--- config.mk ---
export PLATFORM = sky130hd
export DESIGN_NAME = fifo_wr_arbiter_flat
export DESIGN_NICKNAME = d
export VERILOG_FILES = /design/src/rtl/fifo_wr_arbiter_pkg.sv /design/src/rtl/fifo_wr_arbiter_if.sv /design/src/rtl/fifo_wr_arbiter_rr_pick.sv /design/src/rtl/fifo_wr_arbiter.sv /design/src/flat_wrapper.sv
export SDC_FILE = /design/constraint.sdc
export NUM_CORES = 1
export LEC_CHECK = 0
export CAP_MARGIN = 20
export CORE_MARGIN = 8
export CORE_UTILIZATION = 35
export DETAILED_ROUTE_END_ITERATION = 10
export PLACE_DENSITY = 0.91
export RECOVER_POWER = 25
export SYNTH_ARGS = -nofsm -noshare
export SYNTH_HDL_FRONTEND = slang
export SYNTH_HIERARCHICAL = 1
export SYNTH_SLANG_ARGS = --single-unit
--- constraint.sdc ---
create_clock -name i_clk -period 4.8 [get_ports i_clk]
set_input_delay 0.96 -clock i_clk [delete_from_list [all_inputs] [get_ports i_clk]]
set_output_delay 0.96 -clock i_clk [all_outputs]
set_load 0.05 [all_outputs]
--- src/rtl/fifo_wr_arbiter_pkg.sv ---
// Shared types and default sizing for the FIFO write-side arbiter and its picker.
package fifo_arb_pkg;

  localparam int NUM_REQ_DEF    = 4;
  localparam int DATA_WIDTH_DEF = 8;
  localparam int MAX_BURST_DEF  = 4;

  typedef enum logic [0:0] {
    IDLE  = 1'b0,
    BURST = 1'b1
  } arb_state_t;

endpackage

--- src/rtl/fifo_wr_arbiter_if.sv ---
// Producer-side request bundle plus the FIFO write port and arbiter status.
interface fifo_wr_arbiter_if
  import fifo_arb_pkg::*;
#(
  parameter int NUM_REQ    = NUM_REQ_DEF,
  parameter int DATA_WIDTH = DATA_WIDTH_DEF
);
  localparam int ID_W = $clog2(NUM_REQ);

  logic [NUM_REQ-1:0]            req_valid;
  logic [NUM_REQ*DATA_WIDTH-1:0] req_data;
  logic [NUM_REQ-1:0]            req_last;
  logic [NUM_REQ-1:0]            req_ready;
  logic                          fifo_full;
  logic                          fifo_write_en;
  logic [DATA_WIDTH-1:0]         fifo_data_in;
  logic [ID_W-1:0]               grant_id;
  logic                          busy;

  modport master (
    output req_valid, req_data, req_last, fifo_full,
    input  req_ready, fifo_write_en, fifo_data_in, grant_id, busy
  );

  modport slave (
    input  req_valid, req_data, req_last, fifo_full,
    output req_ready, fifo_write_en, fifo_data_in, grant_id, busy
  );

endinterface

--- src/rtl/fifo_wr_arbiter_rr_pick.sv ---
// Combinational rotate-priority picker: first valid index at or after the pointer, wrapping.
module fifo_rr_pick
  import fifo_arb_pkg::*;
#(
  parameter  int NUM_REQ = NUM_REQ_DEF,
  localparam int ID_W    = $clog2(NUM_REQ)
) (
  input  logic [NUM_REQ-1:0] i_req_valid,
  input  logic [ID_W-1:0]    i_rr_ptr,
  output logic [ID_W-1:0]    o_pick_id,
  output logic               o_pick_any
);

  logic [ID_W-1:0] w_idx;

  // Scan from farthest to nearest so the closest valid index is the one left standing
  always_comb begin
    o_pick_id  = {ID_W{1'b0}};
    o_pick_any = 1'b0;
    w_idx      = {ID_W{1'b0}};
    for (int k = NUM_REQ - 1; k >= 0; k--) begin
      w_idx = ID_W'((int'(i_rr_ptr) + k) % NUM_REQ);
      if (i_req_valid[w_idx]) begin
        o_pick_any = 1'b1;
        o_pick_id  = w_idx;
      end else begin
        o_pick_any = o_pick_any;
      end
    end
  end

endmodule

--- src/rtl/fifo_wr_arbiter.sv ---
// Round-robin burst arbiter sharing one sync_fifo write port among NUM_REQ producers.
module fifo_wr_arbiter
  import fifo_arb_pkg::*;
#(
  parameter int NUM_REQ    = NUM_REQ_DEF,
  parameter int DATA_WIDTH = DATA_WIDTH_DEF,
  parameter int MAX_BURST  = MAX_BURST_DEF
) (
  input logic               i_clk,
  input logic               i_reset_n,
  fifo_wr_arbiter_if.slave  bus
);

  localparam int ID_W  = $clog2(NUM_REQ);
  localparam int CNT_W = $clog2(MAX_BURST + 1);

  arb_state_t            r_state;
  arb_state_t            w_state_nxt;
  logic [ID_W-1:0]       r_owner;
  logic [ID_W-1:0]       r_rr_ptr;
  logic [CNT_W-1:0]      r_beat_cnt;
  logic [ID_W-1:0]       w_pick_id;
  logic                  w_pick_any;
  logic                  w_busy;
  logic                  w_owner_valid;
  logic                  w_owner_last;
  logic                  w_xfer;
  logic                  w_cap_hit;
  logic                  w_release;
  logic [NUM_REQ-1:0]    w_ready;
  logic [DATA_WIDTH-1:0] w_data;

  fifo_rr_pick #(.NUM_REQ(NUM_REQ)) u_pick (
    .i_req_valid (bus.req_valid),
    .i_rr_ptr    (r_rr_ptr),
    .o_pick_id   (w_pick_id),
    .o_pick_any  (w_pick_any)
  );

  assign w_busy        = (r_state == BURST);
  assign w_owner_valid = bus.req_valid[r_owner];
  assign w_owner_last  = bus.req_last[r_owner];
  // Full gates the write in the same cycle; full is registered inside sync_fifo, so no loop
  assign w_xfer        = w_busy & w_owner_valid & ~bus.fifo_full;
  assign w_cap_hit     = ((r_beat_cnt + CNT_W'(1)) == CNT_W'(MAX_BURST));
  assign w_release     = (w_xfer & (w_owner_last | w_cap_hit)) | (w_busy & ~w_owner_valid);

  // Grant FSM state register
  always_ff @(posedge i_clk or negedge i_reset_n) begin
    if (!i_reset_n) begin
      r_state <= IDLE;
    end else begin
      r_state <= w_state_nxt;
    end
  end

  // Grant FSM next-state decode
  always_comb begin
    w_state_nxt = r_state;
    case (r_state)
      IDLE: begin
        if (w_pick_any) w_state_nxt = BURST;
        else            w_state_nxt = IDLE;
      end
      BURST: begin
        if (w_release) w_state_nxt = IDLE;
        else           w_state_nxt = BURST;
      end
      default: w_state_nxt = IDLE;
    endcase
  end

  // Owner, round-robin pointer and beat counter; owner clears on release so grant_id reads 0 when idle
  always_ff @(posedge i_clk or negedge i_reset_n) begin
    if (!i_reset_n) begin
      r_owner    <= {ID_W{1'b0}};
      r_rr_ptr   <= {ID_W{1'b0}};
      r_beat_cnt <= {CNT_W{1'b0}};
    end else if ((r_state == IDLE) && w_pick_any) begin
      r_owner    <= w_pick_id;
      r_rr_ptr   <= (w_pick_id == ID_W'(NUM_REQ - 1)) ? {ID_W{1'b0}} : (w_pick_id + ID_W'(1));
      r_beat_cnt <= {CNT_W{1'b0}};
    end else if (w_release) begin
      r_owner    <= {ID_W{1'b0}};
      r_beat_cnt <= {CNT_W{1'b0}};
    end else if (w_xfer) begin
      r_beat_cnt <= r_beat_cnt + CNT_W'(1);
    end else begin
      r_beat_cnt <= r_beat_cnt;
    end
  end

  // Ready and data mux: only the owner's slice is ever routed to the FIFO
  always_comb begin
    w_ready = {NUM_REQ{1'b0}};
    w_data  = {DATA_WIDTH{1'b0}};
    for (int k = 0; k < NUM_REQ; k++) begin
      if (w_busy && (r_owner == ID_W'(k))) begin
        w_ready[k] = w_xfer;
        w_data     = bus.req_data[k*DATA_WIDTH +: DATA_WIDTH];
      end else begin
        w_ready[k] = 1'b0;
      end
    end
  end

  assign bus.req_ready     = w_ready;
  assign bus.fifo_write_en = w_xfer;
  assign bus.fifo_data_in  = w_data;
  assign bus.grant_id      = r_owner;
  assign bus.busy          = w_busy;

endmodule

--- src/flat_wrapper.sv ---
// flat-port wrapper written by rule: the top's interface ports become plain ports
module fifo_wr_arbiter_flat import fifo_arb_pkg::*;
#(
  parameter int NUM_REQ    = NUM_REQ_DEF,
  parameter int DATA_WIDTH = DATA_WIDTH_DEF,
  parameter int MAX_BURST  = MAX_BURST_DEF
)
  (i_clk, i_reset_n, bus_req_valid, bus_req_data, bus_req_last, bus_fifo_full, bus_req_ready, bus_fifo_write_en, bus_fifo_data_in, bus_grant_id, bus_busy);
  fifo_wr_arbiter_if #(.NUM_REQ(NUM_REQ), .DATA_WIDTH(DATA_WIDTH)) bus_i ();
  input logic i_clk;
  input logic i_reset_n;
  input wire logic [$bits(bus_i.req_valid)-1:0] bus_req_valid;
  input wire logic [$bits(bus_i.req_data)-1:0] bus_req_data;
  input wire logic [$bits(bus_i.req_last)-1:0] bus_req_last;
  input wire logic [$bits(bus_i.fifo_full)-1:0] bus_fifo_full;
  output wire logic [$bits(bus_i.req_ready)-1:0] bus_req_ready;
  output wire logic [$bits(bus_i.fifo_write_en)-1:0] bus_fifo_write_en;
  output wire logic [$bits(bus_i.fifo_data_in)-1:0] bus_fifo_data_in;
  output wire logic [$bits(bus_i.grant_id)-1:0] bus_grant_id;
  output wire logic [$bits(bus_i.busy)-1:0] bus_busy;
  assign bus_i.req_valid = bus_req_valid;
  assign bus_i.req_data = bus_req_data;
  assign bus_i.req_last = bus_req_last;
  assign bus_i.fifo_full = bus_fifo_full;
  assign bus_req_ready = bus_i.req_ready;
  assign bus_fifo_write_en = bus_i.fifo_write_en;
  assign bus_fifo_data_in = bus_i.fifo_data_in;
  assign bus_grant_id = bus_i.grant_id;
  assign bus_busy = bus_i.busy;
  fifo_wr_arbiter #(.NUM_REQ(NUM_REQ), .DATA_WIDTH(DATA_WIDTH), .MAX_BURST(MAX_BURST)) u_core (.i_clk(i_clk), .i_reset_n(i_reset_n), .bus(bus_i));
endmodule
==> metrics.txt <==
largest cells by area after synthesis=mux4_2 (27%), dfrtp_1 (24%), and2_1 (6.0%); clk slew on worst S/H paths=0.05 ns; leak pwr=0.5761 nW; crit path cell chain=clkdlybuf4s50_1 -> mux4_2 -> nand3b_4 -> nor3_1 -> clkdlybuf4s50_1; register area share after synthesis=24.17%; crit path DAT=3.07 ns; total number of yosys warnings=6; max-slew violation count=0; depth of the most critical reg-to-reg path=4; clock latency at the later pin of the worst-skew pair=0.25 ns; commonest cells after routing, fill and taps aside=clkdlybuf4s50_1 (57), mux4_2 (10), nor2_1 (9), and2_1 (8), dfrtp_1 (8); DP HPWL=2666 um; die width=64.65 um; Synth-to-Final Area Change=75.23%; vias in the first global route=947; antenna cell count=0; Max FO, Critical Path=7; Main synth FF type=dfrtp_1; CP max-delay cell=clkdlybuf4s50_1; CTS tree=done; die area=0.004179 mm^2; count of different cell masters after synthesis=25; Avg Synthesized Cell Area=10.62 um^2; dominant cell type by area after synthesis=mux4_2; max incr delay on CP=0.84 ns; Detail Route Antenna Nets=0; CP startpoint kind=primary input; Cell Area, Synth=828.3 um^2; gr ovfl total=0; CTS Buf Count=3; Core Area=0.002233 mm^2; crit path to=bus_req_ready[3]; first-pass GRT wire length=4809 um; largest net degree at the start of global routing=17; post-synth top area share=27.19%; Multi-input gate area=594.3 um^2; peak supply drop=0.4072 mV; Longest Clk Path Bufs=2; NumNets Final=184; number of fill cells=164; Hold Slack=0.5649 ns; FF/Latch Area=200.2 um^2; detailed router's first-iteration violation count=46; Post-Syn Nets=124; Final Skew=0.007453 ns; PD cells=537.0 mW/mm^2; final worst-path cycle share=83.97%; internal reg-to-reg setup slack=2.79 ns; H-Tree Depth=1; f_max=248.1 MHz; Final Hold Fails=0; setup_tns=0 ns; Setup Buffers After CTS=0; drt total wl=3070 um; status=finished, final reports clean; Die Y=64.65 um; clock sink count=8; post-CTS sizing=0; vias=876; hold buffers post-CTS=0; launching point of the worst reg2reg path=u_core/bus.grant_id[0]; First-pass DRT Iterations=6; vias per cell=5.341; Period minus WS final=4.030 ns; IO Port Bufs=58; worst rel slew slack=54.74%; leading cell type in the layout, fill and taps excluded=clkdlybuf4s50_1; asr flop ratio synth=100.0%; RSZ-0062 raised after global routing=false; layout cells sized above 1=12.50%; worst-margin pin slew=0.6789 ns; I/O pins=59; Most common cell on crit path=clkdlybuf4s50_1; DP Cell Count=161; Core Rows=17; initial antenna violation count=0; worst endpoint required time=3.84 ns; GP Congestion=0.8371; Critical Path Start=bus_req_valid[3]; Synth Instances=78; Max Cap Violations=0; routed len/inst=18.72 um; final setup vio count=0; kind of end point of the critical path=output pin; number of flops mapped to enable cells by yosys=0; Initial Util=37.09%; Total GRT Usage=14.57%; #FFs+latches synth=8; r2r endpoint=u_core/r_beat_cnt[1]; fin cells=164; Root Driver=clkbuf_4; Setup Crit Path Kind=in -> out; Remaining DRCs=0; Hold/Removal Path Class=reg -> reg
## layout make-up
type,count,area share (%)
clock buffer,3,1.552
sequential,8,13.79
timing repair buffer,58,40.00
multi-input combinational,62,40.95
inverter,5,1.293
tap,28,2.414
## logic make-up (layout without fill, tap and decap cells)
kind of cell    Yosys count  count (layout)  synth area share, %
simple gates             34              34                23.11
mux                      13              13                30.97
compound gates            9               9                9.970
flops                     8               8                24.17
buf+inv                   8              66                4.079
fa+ha+maj                 3               3                4.532
xor+xnor                  3               3                3.173
## power by group
part | leakage [nW] | internal, mW | total [mW] | switching [mW]
clock | 0.0138 | 0.0284 | 0.0483 | 0.0199
sequential | 0.103 | 0.0889 | 0.165 | 0.0763
combinational | 0.459 | 0.252 | 0.566 | 0.314
total | 0.576 | 0.369 | 0.779 | 0.410
## how the worst min path moves through the flow
stage	startpoint	to	slack [ns]	depth (start not counted)
after detailed placement	u_core/r_rr_ptr[0]	u_core/r_rr_ptr[0]	0.55	2
after global placement	u_core/r_rr_ptr[0]	u_core/r_rr_ptr[0]	0.54	2
after CTS	u_core/r_beat_cnt[1]	u_core/r_beat_cnt[1]	0.56	2
after floorplan	u_core/r_rr_ptr[0]	u_core/r_rr_ptr[0]	0.51	2
after global routing	u_core/r_rr_ptr[0]	u_core/r_rr_ptr[0]	0.60	2
final	u_core/r_beat_cnt[1]	u_core/r_beat_cnt[1]	0.56	2
## synthesized netlist by cell type, types with 2 or more instances
library cell and number:
mux4_2 10, nor2_1 9, and2_1 8, dfrtp_1 8
inv_1 5, nand2_1 5, nand2b_1 4, nor3_1 4
ha_1 3, xor2_1 3, a21oi_1 2, clkbuf_1 2
mux2i_1 2, o22ai_1 2
## sequential cells by signal, indices dropped and copies added, names as in the netlist
register,count
u_core/bus.busy,1
u_core/bus.grant_id,2
u_core/r_beat_cnt,3
u_core/r_rr_ptr,2
## metrics by stage
step                      area, um^2  power, mW  setup WS (ns)  utilization, %
after floorplan                828.3     0.5499          1.327               -
final                           1451     0.7794         0.7696           64.99
after global routing            1451     0.8250         0.6819           64.99
after global placement          1429     0.7167         0.8483           63.98
after detailed placement        1429     0.7346         0.7696           63.98
after CTS                       1451     0.7867         0.7623           64.99
## metal layers
layer / wire [um] / GRT usage (%)
met1: 1282 / 16.01
met2: 1547 / 27.45
met3: 241 / 3.436
met4: 0 / 3.270
met5: 0 / 0
## worst max-delay path, delay by kind of cell
kind,cells,cell delay [ns]
buf+inv,2,1.38
mux,1,0.35
simple gates,2,0.36
Power figures use the tool's default switching activity.
